[config.mk]
export PLATFORM = sky130hd
export DESIGN_NAME = mdio_master
export DESIGN_NICKNAME = d
export VERILOG_FILES = /design/src/rtl/mdio_master.sv
export SDC_FILE = /design/constraint.sdc
export NUM_CORES = 1
export LEC_CHECK = 0
export CAP_MARGIN = 0
export CELL_PAD_IN_SITES_DETAIL_PLACEMENT = 1
export CELL_PAD_IN_SITES_GLOBAL_PLACEMENT = 1
export CORE_MARGIN = 5
export CORE_UTILIZATION = 37
export CTS_CLUSTER_DIAMETER = 50
export DETAILED_ROUTE_END_ITERATION = 7
export PLACE_DENSITY = 0.81
export SLEW_MARGIN = 25
export SYNTH_ARGS = -nofsm -noshare
export SYNTH_HDL_FRONTEND = slang
export SYNTH_SLANG_ARGS = --single-unit
[constraint.sdc]
create_clock -name clock -period 1.8 [get_ports clock]
set_input_delay 0.18 -clock clock [delete_from_list [all_inputs] [get_ports clock]]
set_output_delay 0.18 -clock clock [all_outputs]
set_load 0.005 [all_outputs]
[src/rtl/mdio_master.sv]
// mdio_master: Clause-22 MDIO/SMI management master.
// Turns a single read/write command into one serial MDC/MDIO frame and
// reports completion with a one-cycle response pulse.
//
// Ports
//   clock, reset                  system clock, synchronous active-high reset
//   cmd_valid/cmd_ready           command handshake (ready only in IDLE)
//   cmd_write                     1 = write, 0 = read
//   cmd_phy_addr, cmd_reg_addr    PHYAD / REGAD
//   cmd_wdata                     write data
//   rsp_valid                     one-cycle pulse at frame end
//   rsp_rdata, rsp_err            read data / no-PHY flag (rdata held between reads)
//   mii_clk                       MDC
//   mii_data_o, mii_data_oe       MDIO output value and enable (pad built above)
//   mii_data_i                    MDIO pad value
//
// state | meaning
// IDLE  | waiting for a command, cmd_ready high
// PRE   | 32 preamble ones
// HDR   | ST, OP, PHYAD, REGAD (14 bits)
// TA    | turnaround (driven 10 on writes, released on reads)
// DATA  | 16 data bits, MSB first
// GAP   | one idle bit period before the next command
module mdio_master #(
  parameter int CLK_DIV  = 25,
  parameter bit PREAMBLE = 1'b1
) (
  input  logic        clock,
  input  logic        reset,
  input  logic        cmd_valid,
  output logic        cmd_ready,
  input  logic        cmd_write,
  input  logic [4:0]  cmd_phy_addr,
  input  logic [4:0]  cmd_reg_addr,
  input  logic [15:0] cmd_wdata,
  output logic        rsp_valid,
  output logic [15:0] rsp_rdata,
  output logic        rsp_err,
  output logic        mii_clk,
  output logic        mii_data_o,
  output logic        mii_data_oe,
  input  logic        mii_data_i
);

  localparam int DIV_W = $clog2(2 * CLK_DIV);
  localparam logic [DIV_W-1:0] DIV_LAST = DIV_W'(2 * CLK_DIV - 1);
  localparam logic [DIV_W-1:0] DIV_HALF = DIV_W'(CLK_DIV);

  typedef enum logic [2:0] {
    ST_IDLE, ST_PRE, ST_HDR, ST_TA, ST_DATA, ST_GAP
  } state_t;

  state_t           state_q, state_d;
  logic [DIV_W-1:0] div_q;
  logic [5:0]       bit_q;
  logic [31:0]      frame_q;
  logic             write_q;
  logic [15:0]      rd_sh_q;
  logic             ta_err_q;
  logic             accept;
  logic             bit_end;
  logic             mdc_rise;
  logic             mdc_high;
  logic             last_bit;

  assign accept   = cmd_valid && cmd_ready;
  assign bit_end  = (div_q == DIV_LAST);
  assign mdc_rise = (div_q == DIV_HALF);
  assign mdc_high = (div_q >= DIV_HALF);

  always_comb begin
    state_d     = state_q;
    last_bit    = 1'b0;
    cmd_ready   = 1'b0;
    mii_clk     = 1'b0;
    mii_data_o  = 1'b1;
    mii_data_oe = 1'b0;
    case (state_q)
      ST_IDLE: begin
        // gated by reset so ready stays low for the whole reset window
        cmd_ready = !reset;
        if (cmd_valid && !reset) state_d = PREAMBLE ? ST_PRE : ST_HDR;
      end
      ST_PRE: begin
        last_bit    = (bit_q == 6'd31);
        mii_clk     = mdc_high;
        mii_data_oe = 1'b1;
        if (bit_end && last_bit) state_d = ST_HDR;
      end
      ST_HDR: begin
        last_bit    = (bit_q == 6'd13);
        mii_clk     = mdc_high;
        mii_data_o  = frame_q[31];
        mii_data_oe = 1'b1;
        if (bit_end && last_bit) state_d = ST_TA;
      end
      ST_TA: begin
        last_bit    = (bit_q == 6'd1);
        mii_clk     = mdc_high;
        mii_data_o  = frame_q[31];
        mii_data_oe = write_q;
        if (bit_end && last_bit) state_d = ST_DATA;
      end
      ST_DATA: begin
        last_bit    = (bit_q == 6'd15);
        mii_clk     = mdc_high;
        mii_data_o  = frame_q[31];
        mii_data_oe = write_q;
        if (bit_end && last_bit) state_d = ST_GAP;
      end
      ST_GAP: begin
        if (bit_end) state_d = ST_IDLE;
      end
      default: state_d = ST_IDLE;
    endcase
  end

  always_ff @(posedge clock) begin
    if (reset) begin
      state_q   <= ST_IDLE;
      div_q     <= '0;
      bit_q     <= '0;
      frame_q   <= '1;
      write_q   <= 1'b0;
      rd_sh_q   <= '0;
      ta_err_q  <= 1'b0;
      rsp_valid <= 1'b0;
      rsp_rdata <= '0;
      rsp_err   <= 1'b0;
    end else begin
      state_q   <= state_d;
      rsp_valid <= 1'b0;
      if (accept) begin
        div_q   <= '0;
        bit_q   <= '0;
        write_q <= cmd_write;
        // read frames carry ones in TA/DATA; those bits are never driven
        frame_q <= {2'b01, (cmd_write ? 2'b01 : 2'b10), cmd_phy_addr, cmd_reg_addr,
                    (cmd_write ? 2'b10 : 2'b11), (cmd_write ? cmd_wdata : 16'hFFFF)};
      end else if (state_q != ST_IDLE) begin
        div_q <= bit_end ? '0 : div_q + DIV_W'(1);
        if (bit_end) begin
          bit_q <= (state_d != state_q) ? 6'd0 : bit_q + 6'd1;
          if (state_q != ST_PRE) frame_q <= {frame_q[30:0], 1'b1};
        end
        if (mdc_rise && !write_q) begin
          if (state_q == ST_TA && bit_q == 6'd1) ta_err_q <= mii_data_i;
          if (state_q == ST_DATA) rd_sh_q <= {rd_sh_q[14:0], mii_data_i};
        end
        if (state_q == ST_DATA && state_d == ST_GAP) begin
          rsp_valid <= 1'b1;
          rsp_err   <= !write_q && ta_err_q;
          if (!write_q) rsp_rdata <= rd_sh_q;
        end
      end
    end
  end

endmodule
==> qor.yml, run 1 <==
logic_synthesis:
  synth_cell_types: 52
  synthFlopType: "dfxtp_1"
  synth-seq-area-share_pct: 46.00
  synth_edf_count: 0
  synthArstFlopShare_pct: 0
  syn_nets: 447
  netlist_area_um2: 3612
  synth.ff_latch_count: 83
  avgSynthCellArea_um2: 8.789
  ys_warn_count: 0
  synthCells: 411
global_route:
  grt_max_degree: 52
  overflow: 0
  grt_pass1_wl_um: 17570
  track_usage_pct: 18.90
  antenna_found_initial: 0
  grt_pass1_vias: 3541
power:
  total_power_mw: 3.609
  ir_worst_vdd_v: 0.0003297
  leakagePower_nw: 2.191
  p_per_area_nw_per_um2: 717.5
finish:
  drive_above_1_share_pct: 23.73
  fill_cells: 1150
  final_cells: 643
  syn_to_final_growth_pct: 39.24
  final_area_um2: 5030
  diodes: 0
  final_core_util_pct: 52.18
  final_nets: 541
sta:
  min_period_ns: 1.915
  worst_pin_slew_ns: 0.5183
  rsz0062_at_grt: "yes"
  clock_skew_ns: 0.01422
  slew_headroom_pct: 65.45
  fin_ws_ns: -0.1150
  setup_violations: 36
  fin_tns_setup_ns: -1.559
  final_hold_viol_count: 0
  drv_slew: 0
  fin_crit_sh_pct: 106.4
  fmax_mhz: 522.2
placed_design:
  port_buffers: 52
  place.gp.congestion: 0.8357
  hpwl_um: 7250
  dpl_cell_area_um2: 4583
  place_inst: 616
worst_setup_path:
  cp_slowest_stage_delay_ns: 0.38
  critPathLaunchType: "flop"
  slowest_stage: "dfxtp_4"
  crit_type: "reg -> reg"
  crit_chain: "buf_12 > buf_8 > nand3b_1 > a211oi_2 > buf_4 > buf_4 > a21oi_4 > a31oi_4 > buf_6 > nor2_1"
  crit_path_max_fanout: 5
  crit_family: "buffers and inverters"
  critPathRequiredTime_ns: 2.06
  endpoint_kind: "flop"
  critPathBufInv: 5
  cpMostUsedCell: "buf_4"
  arrival_ns: 2.17
route:
  drc_errors: 0
  via_count: 3358
  drt_wl_total_um: 11090
  drt_iter0_drc: 193
  vias_per_cell: 5.222
  dr.pass1.iters: 4
  postRouteAntennaNets: 0
  wl_per_cell_um: 17.25
clock_tree:
  cts-buffers-inserted: 9
  htree_levels: 3
  cts_tree: "yes"
  clkTransAtPathRegs_ns: 0.11
  cts.path.max_buffers: 2
  clk_latency_ns: 0.37
  cts_root_buf: "clkbuf_8"
  clock_sinks: 83
die:
  ios: 53
  start_util_pct: 37.47
  die-area_um2: 11840
  die_h_um: 108.8
  core_area_um2: 9639
  die_w_um: 108.8
  rows: 36
outcome:
  status: "complete, but fails checks"
  violations: "negative setup slack"
hold_path:
  hold_class: "in -> reg"
run:
  drv_cap: 0
==> routing by layer <==
| metal | global-route usage [%] | wire length [um] |
|---|---|---|
| met3 | 3.552 | 362 |
| met5 | 0 | 0 |
| met1 | 21.13 | 4515 |
| met4 | 5.951 | 164 |
| met2 | 35.88 | 6050 |
==> metrics by stage <==
step	hold WS, ns	setup WS (ns)
global placement	0.4309	-0.1306
finish	0.1910	-0.1150
detailed placement	0.4410	-0.2182
CTS	0.1576	-0.07824
floorplan	0.3136	0.03337
global route	0.1974	-0.1746
==> cell usage after synthesis (4+ instances only) <==
cell type  number  area [um^2]
dfxtp_1        83         1662
nand2_1        59        221.5
nor2_1         54        202.7
mux2i_1        34        340.3
nand3_1        31        155.2
a21oi_1        18        90.09
clkbuf_1       17        63.81
a221oi_1       11        96.34
inv_1           7        26.28
nand3b_1        7        52.55
o21ai_0         7        35.03
nand4_1         6        37.54
a21o_1          5        37.54
buf_2           5        25.02
ha_1            5        62.56
xor2_1          5        43.79
nand2b_1        4        25.02
or3_1           4        25.02
xnor2_1         4        35.03
==> power breakdown <==
part | leakage, nW | internal [mW] | total [mW] | switching [mW]
logic | 1.41 | 0.183 | 0.358 | 0.175
clock network | 0.100 | 0.545 | 1.34 | 0.798
registers | 0.679 | 1.88 | 1.91 | 0.0289
==> state kept, by name, summed over array words and instances (netlist names), 3 cells and up <==
name,count
bit_q,6
div_q,6
frame_q,32
rd_sh_q,16
rsp_rdata,16
state_q,3
==> kinds of logic (layout without fill, tap and decap cells) <==
kind of cell               count (synthesis)  count (layout)  synth area share, %
adders and majority gates                  5               5                1.732
muxes                                     34              34                9.422
buffers and inverters                     35             133                4.676
and+or+nand+nor                          189             190                25.60
AOI/OAI and AO/OA                         56              56                10.39
xor gates and xnor gates                   9               9                2.182
DFF                                       83              83                46.00
==> area by class of cell <==
type,instances,area (um^2),share of cell area [%]
Inverter,7,26.28,0.5224
Sequential cell,83,1679,33.38
Multi-Input combinational cell,294,1952,38.81
Clock buffer,9,123.9,2.463
Tap cell,133,166.4,3.308
Clock inverter,7,68.82,1.368
Timing Repair Buffer,110,1013,20.15
==> path summary, 6_finish.rpt <==
| kind | startpoint | endpoint | slack (ns) | cells after the start |
|---|---|---|---|---|
| worst max-delay path | state_q[1] | bit_q[3] | -0.12 | 10 |
| worst min-delay path | reset | state_q[1] | 0.19 | 2 |
| worst max register to register | state_q[1] | bit_q[3] | -0.12 | 10 |
| worst min register to register | frame_q[15] | frame_q[16] | 0.45 | 2 |
==> timing repair <==
action,in CTS,in global routing
setup endpoints to repair,42,75
setup buffers,3,8
gates cloned,1,0
gates resized for setup,35,27
hold buffers,0,0
pin swaps,6,10
==> layout by cell type (no fill, tap or decap), types with 4 or more instances in the layout <==
cell type,count
nand3_1,31
buf_12,4
nand2_1,57
clkbuf_8,9
nand3b_1,7
a21oi_1,17
a21o_1,5
o21ai_0,6
clkdlybuf4s50_1,47
mux2i_1,31
nand4_1,6
buf_6,6
dfxtp_1,75
nor2_1,52
xor2_1,5
a221oi_1,11
dfxtp_2,5
inv_1,6
buf_4,48
xnor2_1,4
No activity file was read; power rests on OpenSTA's default activity.
==> run 2, diff against run 1 <==
--- a/config.mk
+++ b/config.mk
@@ -13,6 +13,7 @@
 export CTS_CLUSTER_DIAMETER = 50
 export DETAILED_ROUTE_END_ITERATION = 7
 export PLACE_DENSITY = 0.81
+export REMOVE_ABC_BUFFERS = 1
 export SLEW_MARGIN = 25
 export SYNTH_ARGS = -nofsm -noshare
 export SYNTH_HDL_FRONTEND = slang
==> qor.yml, run 2 (synthesis gave the netlist of run 1 again) <==
sta:
  setup_violations: 19  # -47%
  fmax_mhz: 510.4  # -2.3%
  fin_crit_sh_pct: 108.8  # +2.5 points
  clock_skew_ns: 0.01363  # -0.0005935 ns
  rsz0062_at_grt: "yes"
  drv_slew: 0  # unchanged
  min_period_ns: 1.959  # +0.04414 ns
  final_hold_viol_count: 0  # unchanged
  worst_pin_slew_ns: 0.4325  # -0.08585 ns
  fin_ws_ns: -0.1592  # -0.04414 ns
  slew_headroom_pct: 71.14  # +5.7 points
worst_setup_path:
  critPathLaunchType: "flop"
  crit_path_max_fanout: 7  # +2
  critPathRequiredTime_ns: 2.10  # +0.04 ns
  crit_type: "reg -> reg"
  endpoint_kind: "flop"
  arrival_ns: 2.25  # +0.08 ns
route:
  postRouteAntennaNets: 0  # unchanged
  dr.pass1.iters: 4  # unchanged
  vias_per_cell: 5.371  # +2.8%
  drt_iter0_drc: 189  # -2.1%
  wl_per_cell_um: 20.11  # +17%
  drc_errors: 0  # unchanged
  via_count: 3518  # +4.8%
  drt_wl_total_um: 13170  # +19%
global_route:
  grt_pass1_vias: 3606  # +1.8%
  track_usage_pct: 19.91  # +1.0 points
  grt_max_degree: 50  # -3.8%
  overflow: 0  # unchanged
  antenna_found_initial: 0  # unchanged
  grt_pass1_wl_um: 18310  # +4.2%
die:
  die_w_um: 108.8  # unchanged
  start_util_pct: 37.47  # unchanged
  core_area_um2: 9639  # unchanged
  die-area_um2: 11840  # unchanged
  die_h_um: 108.8  # unchanged
  rows: 36  # unchanged
  ios: 53  # unchanged
finish:
  final_cell_mix: "76 x dfxtp_1, 55 x buf_4, 54 x nand2_1, 48 x nor2_1, 47 x clkdlybuf4s50_1"
  reg.largest.list: "frame_q x32, rd_sh_q x16, rsp_rdata x16"
  syn_to_final_growth_pct: 47.00
  final_nets: 553  # +2.2%
  drive_above_1_share_pct: 29.50  # +5.8 points
  diodes: 0  # unchanged
  regMostFlops: "frame_q"
  fill_cells: 1115  # -3.0%
  final_core_util_pct: 55.09  # +2.9 points
  layout_commonest_cell: "dfxtp_1"
  largest_reg_flops: 32  # unchanged
placed_design:
  port_buffers: 52  # unchanged
  place.gp.congestion: 0.8172  # -2.2%
  hpwl_um: 7298  # +0.67%
  post-place-ws_ns: -0.2077  # +0.01052 ns
power:
  p_int_mw: 3.011  # +16%
  p_clk_share_pct: 43.0  # +5.8 points
  swShare_pct: 25.09  # -2.7 points
  leakagePower_nw: 2.303  # +5.1%
  p_seq_share_pct: 47.5  # -5.3 points
  ir_worst_vdd_v: 0.0004227  # +28%
  switchingPower_mw: 1.008  # +0.61%
  p_comb_share_pct: 9.5  # -0.4 points
  p_per_area_nw_per_um2: 756.8  # +5.5%
clock_tree:
  cts.path.max_buffers: 2  # unchanged
  cts_tree: "yes"
  clk_latency_ns: 0.38  # about the same
  htree_levels: 3  # unchanged
  clkTransAtPathRegs_ns: 0.09  # -0.02 ns
  cts-buffers-inserted: 9  # unchanged
  cts_root_buf: "clkbuf_8"
  clock_sinks: 83  # unchanged
outcome:
  violations: "negative setup slack"
  status: "complete, but fails checks"
run:
  drv_cap: 0  # unchanged
hold_path:
  hold_class: "in -> reg"
## run 2: layout make-up
cell class,instances,area [um^2],share of cell area (%)
multi-input combinational,294,2082,39.21
sequential,83,1680,31.64
timing repair buffer,122,1097,20.66
tap,133,166.4,3.134
clock inverter,7,130.1,2.451
clock buffer,9,123.9,2.333
inverter,7,30.03,0.5655
## run 2: critical path, cell delays in order (launching register included)
cell and delay (ns):
dfxtp_4 0.38, buf_6 0.14, nand3b_1 0.23, a211oi_4 0.34, a21oi_2 0.11, or4b_4 0.52
a21oi_2 0.17
## run 2: path summary, 6_finish.rpt
| path | startpoint | end | slack, ns | cells past startpoint |
|---|---|---|---|---|
| worst max-delay path | state_q[1] | rsp_err | -0.16 | 6 |
| worst min-delay path | reset | frame_q[17] | 0.19 | 3 |
| worst max register to register | state_q[1] | rsp_err | -0.16 | 6 |
| worst min register to register | frame_q[15] | frame_q[16] | 0.45 | 2 |
## run 2: through the flow
stage | total power [mW] | cell area, um^2 | TNS [ns] | hold WS (ns) | instances
2_1_floorplan | 2.078 | 3470 | -15.64 | 0.2491 | 383
5_1_grt | 4.137 | 5310 | -3.464 | 0.2316 | 655
3_3_place_gp | 2.261 | 4616 | -2.589 | 0.4307 | 624
3_5_place_dp | 2.275 | 4616 | -5.698 | 0.4371 | 624
6_report | 4.019 | 5310 | -0.7412 | 0.1918 | 655
4_1_cts | 3.982 | 4997 | -0.1010 | 0.1780 | 644
## run 2: metal layers
layer	vias to the layer above	share of wire [%]	global-route usage, %
met5	-	0	0
met4	0	3.6	8.025
met3	39	3.9	4.026
met2	89	54	37.60
met1	1755	38	21.52
li1	1635	-	-
## run 2: power groups by stage
| stage | combinational [mW] | sequential (mW) | clock, mW |
|---|---|---|---|
| after global placement | 0.311 | 1.95 | 0 |
| final | 0.383 | 1.91 | 1.73 |
| after floorplan | 0.134 | 1.94 | 0 |
| after global routing | 0.413 | 1.91 | 1.81 |
| after CTS | 0.347 | 1.90 | 1.73 |
| after detailed placement | 0.323 | 1.95 | 0 |
## run 2: repair_timing
| item | 4_1_cts | 5_1_grt |
|---|---|---|
| pin swaps | 6 | 24 |
| hold buffers | 0 | 0 |
| cloned | 0 | 2 |
| setup buffers | 5 | 10 |
| gates resized for setup | 46 | 57 |
| setup endpoints to repair | 66 | 51 |
==> run 3, diff against run 2 <==
--- a/config.mk
+++ b/config.mk
@@ -6,13 +6,11 @@
 export NUM_CORES = 1
 export LEC_CHECK = 0
 export CAP_MARGIN = 0
-export CELL_PAD_IN_SITES_DETAIL_PLACEMENT = 1
-export CELL_PAD_IN_SITES_GLOBAL_PLACEMENT = 1
 export CORE_MARGIN = 5
-export CORE_UTILIZATION = 37
+export CORE_UTILIZATION = 45
 export CTS_CLUSTER_DIAMETER = 50
 export DETAILED_ROUTE_END_ITERATION = 7
-export PLACE_DENSITY = 0.81
+export PLACE_DENSITY = 0.76
 export REMOVE_ABC_BUFFERS = 1
 export SLEW_MARGIN = 25
 export SYNTH_ARGS = -nofsm -noshare
==> qor.yml, run 3 (synthesis gave the netlist of run 1 again) <==
global_route:
  grt_max_degree: 44  # -12%
  antenna_found_initial: 0  # unchanged
  overflow: 0  # unchanged
  grt_pass1_wl_um: 13940  # -24%
  track_usage_pct: 17.27  # -2.6 points
  grt_pass1_vias: 3057  # -15%
route:
  drc_errors: 0  # unchanged
  drt_iter0_drc: 124  # -34%
  vias_per_cell: 5.306  # -1.2%
  postRouteAntennaNets: 0  # unchanged
  dr.pass1.iters: 4  # unchanged
  drt_wl_total_um: 8331  # -37%
  wl_per_cell_um: 13.77  # -32%
  via_count: 3210  # -8.8%
finish:
  diodes: 0  # unchanged
  final_nets: 534  # -3.4%
  final_cell_mix: "76 x dfxtp_1, 58 x nand2_1, 52 x nor2_1, 47 x clkdlybuf4s50_1, 44 x buf_4"
  largest_reg_flops: 32  # unchanged
  regMostFlops: "frame_q"
  layout_commonest_cell: "dfxtp_1"
  drive_above_1_share_pct: 22.07  # -7.4 points
  final_core_util_pct: 62.90  # +7.8 points
  syn_to_final_growth_pct: 35.26
  reg.largest.list: "frame_q x32, rd_sh_q x16, rsp_rdata x16"
  final_cells: 605  # -7.6%
clock_tree:
  cts.path.max_buffers: 2  # unchanged
  cts_tree: "yes"
  htree_levels: 3  # unchanged
  clkTransAtPathRegs_ns: 0.09  # about the same
  clk_latency_ns: 0.36  # -0.02 ns
  cts-buffers-inserted: 9  # unchanged
  clock_sinks: 83  # unchanged
  cts_root_buf: "clkbuf_8"
  holdBufCountCts: 0  # unchanged
sta:
  worst_pin_slew_ns: 0.4591  # +0.02663 ns
  final_hold_viol_count: 0  # unchanged
  clock_skew_ns: 0.01202  # -0.001612 ns
  setup_violations: 1  # -18
  fmax_mhz: 554.4  # +8.6%
  fin_tns_setup_ns: -0.003884  # +0.7373 ns
  min_period_ns: 1.804  # -0.1553 ns
  drv_slew: 0  # unchanged
  slew_headroom_pct: 69.19  # -1.9 points
  rsz0062_at_grt: "yes"
  fin_ws_ns: -0.003884  # +0.1553 ns
  fin_crit_sh_pct: 100.2  # -8.6 points
worst_setup_path:
  critPathRequiredTime_ns: 2.09  # about the same
  arrival_ns: 2.10  # -0.15 ns
  crit_path_max_fanout: 3  # -4
  crit_type: "reg -> reg"
  critPathLaunchType: "flop"
  endpoint_kind: "flop"
die:
  die_w_um: 99.60  # -8.5%
  start_util_pct: 46.50  # +9.0 points
  ios: 53  # unchanged
  die_h_um: 99.60  # -8.5%
  core_area_um2: 7767  # -19%
  rows: 32  # -11%
  die-area_um2: 9919  # -16%
power:
  leakagePower_nw: 2.139  # -7.1%
  p_per_area_nw_per_um2: 723.6  # -4.4%
  ir_worst_vdd_v: 0.0004847  # +15%
outcome:
  violations: "negative setup slack"
  status: "complete, but fails checks"
placed_design:
  place_inst: 583  # -6.6%
  port_buffers: 52  # unchanged
  place.gp.congestion: 0.8141  # -0.38%
  post-place-ws_ns: -0.1372  # +0.07048 ns
  hpwl_um: 5875  # -20%
hold_path:
  hold_class: "in -> reg"
run:
  drv_cap: 0  # unchanged
-- run 3: changes by cell type in the layout (fill, tap and decap cells not counted), sizes merged --
cell           before  now
buf                73   53
bufinv              3    0
inv                10   12
clkdlybuf4s15       0    1
clkinvlp            1    2
-- run 3: area by class of cell --
type / instances / area [um^2]
tap: 102 / 127.6
sequential: 83 / 1675
multi-input combinational: 294 / 1922
clock buffer: 9 / 123.9
clock inverter: 7 / 63.81
timing repair buffer: 103 / 947.2
fill: 669 / 2882
inverter: 7 / 26.28
-- run 3: metrics by stage --
| step | hold WS (ns) | area, um^2 | power (mW) |
|---|---|---|---|
| 4_1_cts | 0.3263 | 4800 | 3.552 |
| 3_3_place_gp | 0.4303 | 4539 | 2.256 |
| 6_report | 0.3566 | 4886 | 3.535 |
| 3_5_place_dp | 0.4348 | 4539 | 2.262 |
| 5_1_grt | 0.3519 | 4886 | 3.688 |
| 2_1_floorplan | 0.2491 | 3470 | 2.078 |
-- run 3: worst paths after layout --
kind                     from     endpoint  slack [ns]  cells past startpoint
setup reg to reg     bit_q[1]      rsp_err      -0.004                      7
hold / removal          reset   rd_sh_q[0]        0.36                      3
setup / recovery     bit_q[1]      rsp_err      -0.004                      7
hold reg to reg   frame_q[15]  frame_q[16]        0.44                      2
-- run 3: what timing repair did --
item,in CTS,in global routing
cloned,0,2
hold endpoints to repair,0,0
pin swaps,10,7
setup buffers,3,2
resized for setup,30,23
setup endpoints to repair,59,77
-- run 3: critical path, cell delays in order, from the launching register on --
cell and delay, ns:
dfxtp_1 0.34, inv_1 0.07, ha_2 0.20, nand3b_1 0.14
a211oi_4 0.29, a21oi_2 0.09, or4b_1 0.49, a21oi_2 0.13
-- run 3: layer usage --
layer / vias to the layer above / GRT usage, % / share of wire (%)
li1: 1601 / - / -
met1: 1521 / 22.17 / 46
met2: 78 / 28.41 / 48
met3: 10 / 4.558 / 4.6
met4: 0 / 5.357 / 1.4
met5: - / 0 / 0
-- run 3: report_power, final --
| group | total, mW | internal, mW | switching, mW |
|---|---|---|---|
| clock network | 1.29 | 0.535 | 0.752 |
| registers | 1.90 | 1.88 | 0.0254 |
| logic | 0.345 | 0.183 | 0.161 |
| total | 3.54 | 2.60 | 0.938 |
